<file path="config.mk">
export PLATFORM = sky130hd
export DESIGN_NAME = ret_addr_stack_flat
export DESIGN_NICKNAME = d
export VERILOG_FILES = /design/src/rtl/neonfox_pkg.sv /design/src/rtl/ret_addr_stack_if.sv /design/src/rtl/ras_mem.sv /design/src/rtl/ret_addr_stack.sv /design/src/flat_wrapper.sv
export SDC_FILE = /design/constraint.sdc
export NUM_CORES = 1
export LEC_CHECK = 0
export ABC_AREA = 1
export BUFFER_PORTS_ARGS = -buffer_cell sky130_fd_sc_hd__buf_2
export CORE_MARGIN = 2
export CORE_UTILIZATION = 55
export CTS_CLUSTER_DIAMETER = 30
export CTS_CLUSTER_SIZE = 25
export DETAILED_ROUTE_END_ITERATION = 12
export PLACE_DENSITY = 0.72
export SLEW_MARGIN = 0
export SYNTH_ARGS = -nofsm -noshare
export SYNTH_HDL_FRONTEND = slang
export SYNTH_HIERARCHICAL = 1
export SYNTH_SLANG_ARGS = --single-unit
</file>
<file path="constraint.sdc">
create_clock -name clk -period 5.47 [get_ports clk]
set_input_delay 1.094 -clock clk [delete_from_list [all_inputs] [get_ports clk]]
set_output_delay 1.094 -clock clk [all_outputs]
set_load 0.01 [all_outputs]
</file>
<file path="src/rtl/neonfox_pkg.sv">
// Shared NeonFox PC-path types: return-address stack op decode and checkpoint record.
// The checkpoint record is sized for the widest supported stack (64-bit addresses, 256 entries).
package neonfox_pkg;

    typedef enum logic [1:0] {
        RAS_NOP  = 2'b00,
        RAS_PUSH = 2'b01,
        RAS_POP  = 2'b10,
        RAS_REPL = 2'b11
    } ras_op_e;

    localparam int RAS_SNAP_DATA_W = 64;
    localparam int RAS_SNAP_PTR_W  = 8;
    localparam int RAS_SNAP_CNT_W  = 9;

    typedef struct packed {
        logic [RAS_SNAP_PTR_W-1:0]  wr_ptr;
        logic [RAS_SNAP_CNT_W-1:0]  count;
        logic [RAS_SNAP_DATA_W-1:0] top;
    } ras_snap_t;

    function automatic ras_op_e ras_decode(input logic push, input logic pop);
        ras_op_e op;
        unique case ({pop, push})
            2'b01:   op = RAS_PUSH;
            2'b10:   op = RAS_POP;
            2'b11:   op = RAS_REPL;
            default: op = RAS_NOP;
        endcase
        return op;
    endfunction

endpackage

</file>
<file path="src/rtl/ret_addr_stack_if.sv">
// Bus between the PC logic (master) and the return-address stack (slave).
interface ret_addr_stack_if #(
    parameter int DATA_W = 32,
    parameter int DEPTH  = 16
);
    localparam int CNT_W = $clog2(DEPTH + 1);

    logic              en;
    logic              push;
    logic              pop;
    logic [DATA_W-1:0] push_data;
    logic              flush;
    logic              clr_err;
    logic              snap;
    logic              restore;
    logic [DATA_W-1:0] top;
    logic [CNT_W-1:0]  count;
    logic              empty;
    logic              full;
    logic              overflow;
    logic              underflow;

    modport master (
        output en, push, pop, push_data, flush, clr_err, snap, restore,
        input  top, count, empty, full, overflow, underflow
    );

    modport slave (
        input  en, push, pop, push_data, flush, clr_err, snap, restore,
        output top, count, empty, full, overflow, underflow
    );
endinterface

</file>
<file path="src/rtl/ras_mem.sv">
// Backing store for the older return-address stack entries; one write port, async read.
module ras_mem #(
    parameter int DATA_W  = 32,
    parameter int ENTRIES = 15,
    parameter int ADDR_W  = 4
) (
    input  logic              clk,
    input  logic              we_i,
    input  logic [ADDR_W-1:0] waddr_i,
    input  logic [DATA_W-1:0] wdata_i,
    input  logic [ADDR_W-1:0] raddr_i,
    output logic [DATA_W-1:0] rdata_o
);
    (* ramstyle = "logic" *) logic [DATA_W-1:0] mem_q [ENTRIES];

    always_ff @(posedge clk) begin
        if (we_i) mem_q[waddr_i] <= wdata_i;
    end

    assign rdata_o = mem_q[raddr_i];
endmodule

</file>
<file path="src/rtl/ret_addr_stack.sv">
// Return-address stack: registered top-of-stack plus circular memory for older entries.
// Define RAS_SNAPSHOT_EN to build the snap/restore checkpoint for mispredict recovery.
module ret_addr_stack
    import neonfox_pkg::*;
#(
    parameter int DATA_W = 32,
    parameter int DEPTH  = 16
) (
    input logic              clk,
    input logic              rst,
    ret_addr_stack_if.slave  bus
);
    localparam int CNT_W = $clog2(DEPTH + 1);
    localparam int MEM_N = DEPTH - 1;
    localparam int PTR_W = (MEM_N > 1) ? $clog2(MEM_N) : 1;
    localparam logic [PTR_W-1:0] PTR_LAST = PTR_W'(MEM_N - 1);
    localparam logic [CNT_W-1:0] CNT_FULL = CNT_W'(DEPTH);

    logic [DATA_W-1:0] top_q, top_d;
    logic [CNT_W-1:0]  cnt_q, cnt_d;
    logic [PTR_W-1:0]  wr_ptr_q, wr_ptr_d;
    logic              ovf_q, ovf_d;
    logic              udf_q, udf_d;
    logic              ovf_set, udf_set;
    logic              mem_we;
    logic [PTR_W-1:0]  ptr_nxt, ptr_prv;
    logic [DATA_W-1:0] mem_rdata;
    logic              is_empty, is_full;
    ras_op_e           op;

    assign op       = ras_decode(bus.push, bus.pop);
    assign is_empty = (cnt_q == '0);
    assign is_full  = (cnt_q == CNT_FULL);
    // Explicit wrap so memory depth need not be a power of two
    assign ptr_nxt  = (wr_ptr_q == PTR_LAST) ? '0 : wr_ptr_q + PTR_W'(1);
    assign ptr_prv  = (wr_ptr_q == '0) ? PTR_LAST : wr_ptr_q - PTR_W'(1);

    ras_mem #(
        .DATA_W  (DATA_W),
        .ENTRIES (MEM_N),
        .ADDR_W  (PTR_W)
    ) u_mem (
        .clk     (clk),
        .we_i    (mem_we),
        .waddr_i (wr_ptr_q),
        .wdata_i (top_q),
        .raddr_i (ptr_prv),
        .rdata_o (mem_rdata)
    );

`ifdef RAS_SNAPSHOT_EN
    ras_snap_t snap_q, snap_d;

    always_ff @(posedge clk or posedge rst) begin
        if (rst) snap_q <= '0;
        else     snap_q <= snap_d;
    end
`else
    wire unused_snap_ports = bus.snap ^ bus.restore;
`endif

    always_comb begin
        top_d    = top_q;
        cnt_d    = cnt_q;
        wr_ptr_d = wr_ptr_q;
        ovf_d    = ovf_q;
        udf_d    = udf_q;
        ovf_set  = 1'b0;
        udf_set  = 1'b0;
        mem_we   = 1'b0;
`ifdef RAS_SNAPSHOT_EN
        snap_d   = snap_q;
`endif
        if (bus.en) begin
            if (bus.flush) begin
                top_d    = '0;
                cnt_d    = '0;
                wr_ptr_d = '0;
            end
`ifdef RAS_SNAPSHOT_EN
            else if (bus.restore) begin
                wr_ptr_d = snap_q.wr_ptr[PTR_W-1:0];
                cnt_d    = snap_q.count[CNT_W-1:0];
                top_d    = snap_q.top[DATA_W-1:0];
            end
`endif
            else begin
                unique case (op)
                    RAS_PUSH, RAS_REPL: begin
                        top_d = bus.push_data;
                        // Simultaneous push/pop on a live stack only swaps the top
                        if (op == RAS_PUSH || is_empty) begin
                            if (!is_empty) begin
                                mem_we   = 1'b1;
                                wr_ptr_d = ptr_nxt;
                            end
                            if (is_full) ovf_set = 1'b1;
                            else         cnt_d   = cnt_q + CNT_W'(1);
                        end
                    end
                    RAS_POP: begin
                        if (is_empty) begin
                            udf_set = 1'b1;
                        end else if (cnt_q == CNT_W'(1)) begin
                            top_d = '0;
                            cnt_d = '0;
                        end else begin
                            wr_ptr_d = ptr_prv;
                            top_d    = mem_rdata;
                            cnt_d    = cnt_q - CNT_W'(1);
                        end
                    end
                    RAS_NOP: ;
                endcase
            end
            if (bus.clr_err) begin
                ovf_d = 1'b0;
                udf_d = 1'b0;
            end
            if (ovf_set) ovf_d = 1'b1;
            if (udf_set) udf_d = 1'b1;
`ifdef RAS_SNAPSHOT_EN
            if (bus.snap && !bus.restore) begin
                snap_d.wr_ptr = RAS_SNAP_PTR_W'(wr_ptr_q);
                snap_d.count  = RAS_SNAP_CNT_W'(cnt_q);
                snap_d.top    = RAS_SNAP_DATA_W'(top_q);
            end
`endif
        end
    end

    always_ff @(posedge clk or posedge rst) begin
        if (rst) begin
            top_q    <= '0;
            cnt_q    <= '0;
            wr_ptr_q <= '0;
            ovf_q    <= 1'b0;
            udf_q    <= 1'b0;
        end else begin
            top_q    <= top_d;
            cnt_q    <= cnt_d;
            wr_ptr_q <= wr_ptr_d;
            ovf_q    <= ovf_d;
            udf_q    <= udf_d;
        end
    end

    assign bus.top       = top_q;
    assign bus.count     = cnt_q;
    assign bus.empty     = is_empty;
    assign bus.full      = is_full;
    assign bus.overflow  = ovf_q;
    assign bus.underflow = udf_q;
endmodule

</file>
<file path="src/flat_wrapper.sv">
// flat-port wrapper written by rule: the top's interface ports become plain ports
module ret_addr_stack_flat import neonfox_pkg::*;
#(
    parameter int DATA_W = 32,
    parameter int DEPTH  = 16
)
  (clk, rst, bus_en, bus_push, bus_pop, bus_push_data, bus_flush, bus_clr_err, bus_snap, bus_restore, bus_top, bus_count, bus_empty, bus_full, bus_overflow, bus_underflow);
  ret_addr_stack_if #(.DATA_W(DATA_W), .DEPTH(DEPTH)) bus_i ();
  input logic clk;
  input logic rst;
  input wire logic [$bits(bus_i.en)-1:0] bus_en;
  input wire logic [$bits(bus_i.push)-1:0] bus_push;
  input wire logic [$bits(bus_i.pop)-1:0] bus_pop;
  input wire logic [$bits(bus_i.push_data)-1:0] bus_push_data;
  input wire logic [$bits(bus_i.flush)-1:0] bus_flush;
  input wire logic [$bits(bus_i.clr_err)-1:0] bus_clr_err;
  input wire logic [$bits(bus_i.snap)-1:0] bus_snap;
  input wire logic [$bits(bus_i.restore)-1:0] bus_restore;
  output wire logic [$bits(bus_i.top)-1:0] bus_top;
  output wire logic [$bits(bus_i.count)-1:0] bus_count;
  output wire logic [$bits(bus_i.empty)-1:0] bus_empty;
  output wire logic [$bits(bus_i.full)-1:0] bus_full;
  output wire logic [$bits(bus_i.overflow)-1:0] bus_overflow;
  output wire logic [$bits(bus_i.underflow)-1:0] bus_underflow;
  assign bus_i.en = bus_en;
  assign bus_i.push = bus_push;
  assign bus_i.pop = bus_pop;
  assign bus_i.push_data = bus_push_data;
  assign bus_i.flush = bus_flush;
  assign bus_i.clr_err = bus_clr_err;
  assign bus_i.snap = bus_snap;
  assign bus_i.restore = bus_restore;
  assign bus_top = bus_i.top;
  assign bus_count = bus_i.count;
  assign bus_empty = bus_i.empty;
  assign bus_full = bus_i.full;
  assign bus_overflow = bus_i.overflow;
  assign bus_underflow = bus_i.underflow;
  ret_addr_stack #(.DATA_W(DATA_W), .DEPTH(DEPTH)) u_core (.clk(clk), .rst(rst), .bus(bus_i));
endmodule
</file>
; After elaboration in Yosys (flattened, before gate mapping)
; Memory sizes are Yosys's and may differ from the RTL's.
; Cells that the tools add are included.
; W data, S select, Z words.
[totals]
out_inout_bits = 41
mem_bits_rw = 480
inputBits = 41
register_bits = 43
mem_count = 1
elab_cells = 74
[op_classes]
mux = 38
n_addsub = 4
n_reduce_logical = 12
n_eq_ne = 14
[mem_list]
columns = memory, words, word_bits, read_ports, rd_clocked_by_memory_dff, write_ports, line_no
row1 = u_core.u_mem.mem_q, 15, 32, 1, 0, 1, ras_mem.sv:14  ; (* ramstyle = "logic" *) logic [DATA_W-1:0] mem_q [ENTRIES];
[op_table]
columns = cell, n
row1 = $mux W32, 3
row2 = $pmux W32 S2, 1
row3 = $mux W4, 7
row4 = $mux W5, 5
row5 = $mux W1, 19
row6 = $ne A3 B3 Y1 const B, 4
row7 = $pmux W5 S2, 1
row8 = $eq A2 B2 Y1 const B, 4
row9 = $pmux W4 S2, 1
row10 = $pmux W2 S3, 1
row11 = $reduce_and A6 Y1, 1
row12 = $add A5 B1 Y5 const B, 1
row13 = $eq A5 B1 Y1 const B, 1
row14 = $eq A5 B5 Y1 const B, 1
row15 = $logic_not A5 Y1, 1
row16 = $reduce_and A5 Y1, 1
row17 = $sub A5 B1 Y5 const B, 1
row18 = $add A4 B1 Y4 const B, 1
row19 = $eq A2 B1 Y1 const B, 2
row20 = $eq A4 B4 Y1 const B, 1
row21 = $logic_not A4 Y1, 1
row22 = $reduce_and A2 Y1, 2
row23 = $reduce_bool A2 Y1, 2
row24 = $sub A4 B1 Y4 const B, 1
row25 = 5 further kinds, 5

; Depth between registers and ports, before layout
[depth]
depth_word = 10
mapped_depth = 19
depth_no_buf = 17

; Modules after synthesis
; The synthesis kept the hierarchy.
[by_module_without_submodules]
columns = mod, n_inst, area_each_um2, seq_area_each_um2, cells_per_inst
row1 = ras_mem, 1, 20104.3, 14413.8, 1854
row2 = ret_addr_stack, 1, 2686.3, 1076.0, 374

; Worst setup path before layout
; Ideal clock, no wire load.
[synth_path]
path_type = input to register
start = input bus_push
end = memory u_core.u_mem.mem_q[13][0], enable pin
path_buffers = 0
arrival_time_ps = 3041
setup_time_ps = 421
setup_slack_ps = 2007
cell_stages = 6
path_cell_list = inv_1 nor2_1 nand4_1 inv_1 nand3b_1 nor2_1
[synth_via]
elab_chain_cells = 10
elab_cells_between_ends = 14
[synth_lines]
columns = element, line_no
row1 = start: declaration, flat_wrapper.sv:12  ; input wire logic [$bits(bus_i.push)-1:0] bus_push;
row2 = $eq A2 B2 Y1 or $eq A2 B1 Y1 (tied branches), neonfox_pkg.sv:24  ; unique case ({pop, push})
row3 = $pmux W2 S3 (*), neonfox_pkg.sv:24
row4 = $eq A2 B1 Y1, "ret_addr_stack.sv:88, ret_addr_stack.sv:92"
row5 = $logic_or A1 B1 Y1, ret_addr_stack.sv:92  ; if (op == RAS_PUSH || is_empty) begin
row6 = $mux W1, ret_addr_stack.sv:92
row7 = $mux W1 (*), ret_addr_stack.sv:88  ; unique case (op)
row8 = $mux W1 (*), ret_addr_stack.sv:75  ; if (bus.flush) begin
row9 = $mux W1 (*), ret_addr_stack.sv:74  ; if (bus.en) begin
row10 = named net u_core.mem_we, ret_addr_stack.sv:25  ; logic mem_we;
row11 = $mux W1 (*), ras_mem.sv:17  ; if (we_i) mem_q[waddr_i] <= wdata_i;
row12 = $mux W1 (not written as such) (*), ras_mem.sv:17
row13 = end: declaration, ras_mem.sv:14
; Mark *: on every way through the listed nets, which the timed path passes. The rest lies on a longest branch.

; Worst setup path in the final report
[layout_path]
start = register u_core.wr_ptr_q[0]
end = register u_core.top_q[14] (netlist: u_core/bus.top[14])
[layout_via]
elab_chain_cells = 7
elab_cells_between_ends = 8
[layout_lines]
columns = element, line_no
row1 = start: declaration, ret_addr_stack.sv:21  ; logic [PTR_W-1:0] wr_ptr_q, wr_ptr_d;
row2 = start signal: assignment, ret_addr_stack.sv:142  ; wr_ptr_q <= wr_ptr_d;
row3 = $sub A4 B1 Y4 or $logic_not A4 Y1 (tied branches), ret_addr_stack.sv:36  ; assign ptr_prv = (wr_ptr_q == '0) ? PTR_LAST : wr_ptr_q - PTR_W'(1);
row4 = $mux W4 (*), ret_addr_stack.sv:36
row5 = named net u_core.ptr_prv[0], ret_addr_stack.sv:26  ; logic [PTR_W-1:0] ptr_nxt, ptr_prv;
row6 = $mem_v2 Z15 W32 (*), -
row7 = named net u_core.mem_rdata[14], ret_addr_stack.sv:27  ; logic [DATA_W-1:0] mem_rdata;
row8 = $mux W32 (*), ret_addr_stack.sv:104  ; end else if (cnt_q == CNT_W'(1)) begin
row9 = $mux W32 (*), ret_addr_stack.sv:102  ; if (is_empty) begin
row10 = $pmux W32 S2 (*), ret_addr_stack.sv:88
row11 = $mux W32 (*), ret_addr_stack.sv:75
row12 = end signal: assignment, ret_addr_stack.sv:140  ; top_q <= top_d;
row13 = end: declaration, ret_addr_stack.sv:19  ; logic [DATA_W-1:0] top_q, top_d;
; Mark *: on every way through the listed nets, which the timed path passes. The rest lies on a longest branch. The select of a mux whose other input is x is not followed.
; A chain may end at the register's enable or synchronous reset.

==> flow_summary.toml <==
[run_status]
status = "finished clean"

[die]
core_mm2 = 0.0408
die_w_um = 208
ios = 82
die-area_mm2 = 0.0431
row_count = 74
start_util_pct = 55.8
die_y_um = 208

[synth]
seq_area_frac_synth_pct = 68.0
synthCells = 2228
mappedNetlistNets = 2277
synth_top_flop_cell = "edfxtp_1"
yosysTopAreaCell = "edfxtp_1"
async_flop_share_pct = 8.22
ys_ff_latch = 523
synth_area_leaders = "edfxtp_1 (63%), nand2_1 (15%), nand3_1 (6.2%)"
syn_area_per_cell_um2 = 10.2
synth_cell_types = 31
yosys_warnings = 6
yosysTopAreaCellShare_pct = 63.2
synth-edff-count = 480
netlist_area_mm2 = 0.0228

[clock_tree]
htreeDepth = 3
postCtsSetupBuffers = 0
insertion_delay_ns = 0.62
cts.sinks = 523
cts_tree = "done"
clockBufferDepth = 3
cts_resized = 0
cts_made_buffers = 99
cts.clk_slew.worst_paths_ns = 0.05
ctsRootBufferMaster = "clkbuf_16"
holdBufCountCts = 0

[routing]
drt_iter0_markers = 1699
wire_per_inst_um = 19.4
drt_wl_total_um = 57000
num_vias = 16300
drtAntennaViolNets = 0
drc = 0
firstDrtPassIters = 5
via_per_inst = 5.56

[final_layout]
final_cell_mix = "nand2_1 (936), edfxtp_1 (480), nand3_1 (283)"
final_common_cell = "nand2_1"
fin_cells = 2942
seqCellArea_mm2 = 0.0155
diodes = 0
fill_cells = 2965
drive_gt1_share_pct = 13.1
syn2layout_area_growth_pct = 18.5
multi_input_area_mm2 = 0.00603
num-nets-final = 2372

[grt]
grtUsageMet1_pct = 35.4
antenna_found_initial = 0
use_met3_pct = 4.13
grt_busiest_layer = "met2"
grt_pass1_vias = 16000
grt_pass1_wl_um = 88000
grt_util_met2_pct = 43.6
grt_max_degree = 104
grt_overflow = 0
track_usage_pct = 26.3

[timing]
worst_pin_slew_ns = 1.07
hold_viol_final = 0
timing.fmax_mhz = 248
fin_setup_tns_ns = 0
clock_skew_ns = 0.0209
period_needed_ns = 4.03
drv_slew = 0
grt_setup_unrepaired = "false"
final-setup-viol-count = 0
maxSlewHeadroom_pct = 28.4
min_period_over_period_pct = 73.7

[placement]
dp_hpwl_um = 29200
placement.io_buffers = 79
gp_congestion = 0.823
place_inst = 2754

[critical_path]
worstPathArrival_ns = 4.54
r2r-start = "u_core/wr_ptr_q[0]"
cp.required_ns = 5.98
start_kind = "register"
crit_start = "u_core/wr_ptr_q[0]"
endpoint_kind = "register"
cp_max_fo = 103
crit_type = "register to register"

[power_and_ir_drop]
p_leak_nw = 11.4
powerDensity_mw_per_mm2 = 615
vdd_drop_max_mv = 0.447

[run]
cap_viol_max_count = 0

[worst_hold_path]
hold_class = "register to register"
worstHoldStart = "u_core/bus.overflow"
==> path summary, 6_finish.rpt <==
kind	endpoint	slack, ns	depth (start not counted)
worst max-delay path	u_core/bus.top[14]	1.44	17
worst max register to register	u_core/bus.top[14]	1.44	17
worst min register to register	u_core/bus.overflow	0.50	2
min in group asynchronous	u_core/bus.underflow	0.70	3
worst min-delay path	u_core/bus.overflow	0.50	2
max in group asynchronous	u_core/bus.top[8]	4.29	3
==> registers in the layout (all words and copies together), names as in the netlist <==
| signal | cells |
|---|---|
| u_core/bus.overflow | 1 |
| u_core/wr_ptr_q | 4 |
| u_core/bus.count | 5 |
| u_core/bus.underflow | 1 |
| u_core/u_mem/mem_q | 480 |
| u_core/bus.top | 32 |
==> where the power goes <==
group / switching, W / internal, W / total [W]
logic: 0.00392 / 0.00156 / 0.00548
registers: 0.000325 / 0.00471 / 0.00504
clock network: 0.00204 / 0.00405 / 0.00608
==> critical path: stages (launching register included) <==
cell     delay, ns
dfrtp_1       0.48
inv_1         0.19
ha_1          0.19
nand2_1       0.11
o21ai_0       0.49
inv_6         0.37
inv_6         0.45
buf_12        0.43
nand2_1       0.13
nand2_1       0.08
nand2_1       0.06
nand3_1       0.10
nand3_1       0.10
nand2_1       0.10
nand2_1       0.08
nor2_1        0.20
a21oi_1       0.06
o21ai_1       0.15
==> layout make-up <==
type | instances | area share, %
Sequential cell | 523 | 57.3
Inverter | 191 | 2.71
Tap cell | 532 | 2.46
Clock buffer | 119 | 9.83
Clock inverter | 69 | 2.87
Multi-Input combinational cell | 1398 | 22.3
Timing Repair Buffer | 110 | 2.46
==> cell families (layout without fill, tap and decap cells) <==
| group | Yosys count | in the layout | synth area share [%] |
|---|---|---|---|
| compound gates | 78 | 78 | 1.85 |
| xor+xnor | 2 | 2 | 0.0769 |
| flops | 523 | 523 | 68.0 |
| simple gates | 1310 | 1310 | 23.5 |
| fa+ha+maj | 8 | 8 | 0.439 |
| buf+inv | 307 | 489 | 6.15 |
==> cell usage after synthesis (3+ instances only) <==
cell	n
buf_4	13
buf_1	10
edfxtp_1	480
a21oi_1	34
nand4_1	7
o21ai_1	21
ha_1	8
nand3_1	283
inv_2	3
buf_6	15
clkbuf_1	20
nand2_1	937
inv_1	186
nor2_1	73
o21ai_0	19
nor2_4	3
buf_2	55
dfrtp_1	43
==> per-stage QoR <==
step | utilization [%] | setup WS [ns] | hold slack, ns | total power [W] | cell area, um^2
after floorplan | - | 2.01 | 0.513 | 0.00910 | 22800
after global placement | 57.7 | 1.72 | 0.472 | 0.0103 | 23600
after detailed placement | 57.7 | 1.61 | 0.487 | 0.0105 | 23600
after CTS | 66.1 | 1.54 | 0.498 | 0.0166 | 27000
after global routing | 66.1 | 1.16 | 0.512 | 0.0175 | 27000
final | 66.1 | 1.44 | 0.498 | 0.0166 | 27000
==> per-layer routing <==
metal | up-vias | wire length (um)
met5 | - | 0
met2 | 765 | 27700
met1 | 7898 | 23400
met3 | 121 | 4370
li1 | 7562 | -
met4 | 0 | 1520
(Power assumes the default switching activity.)
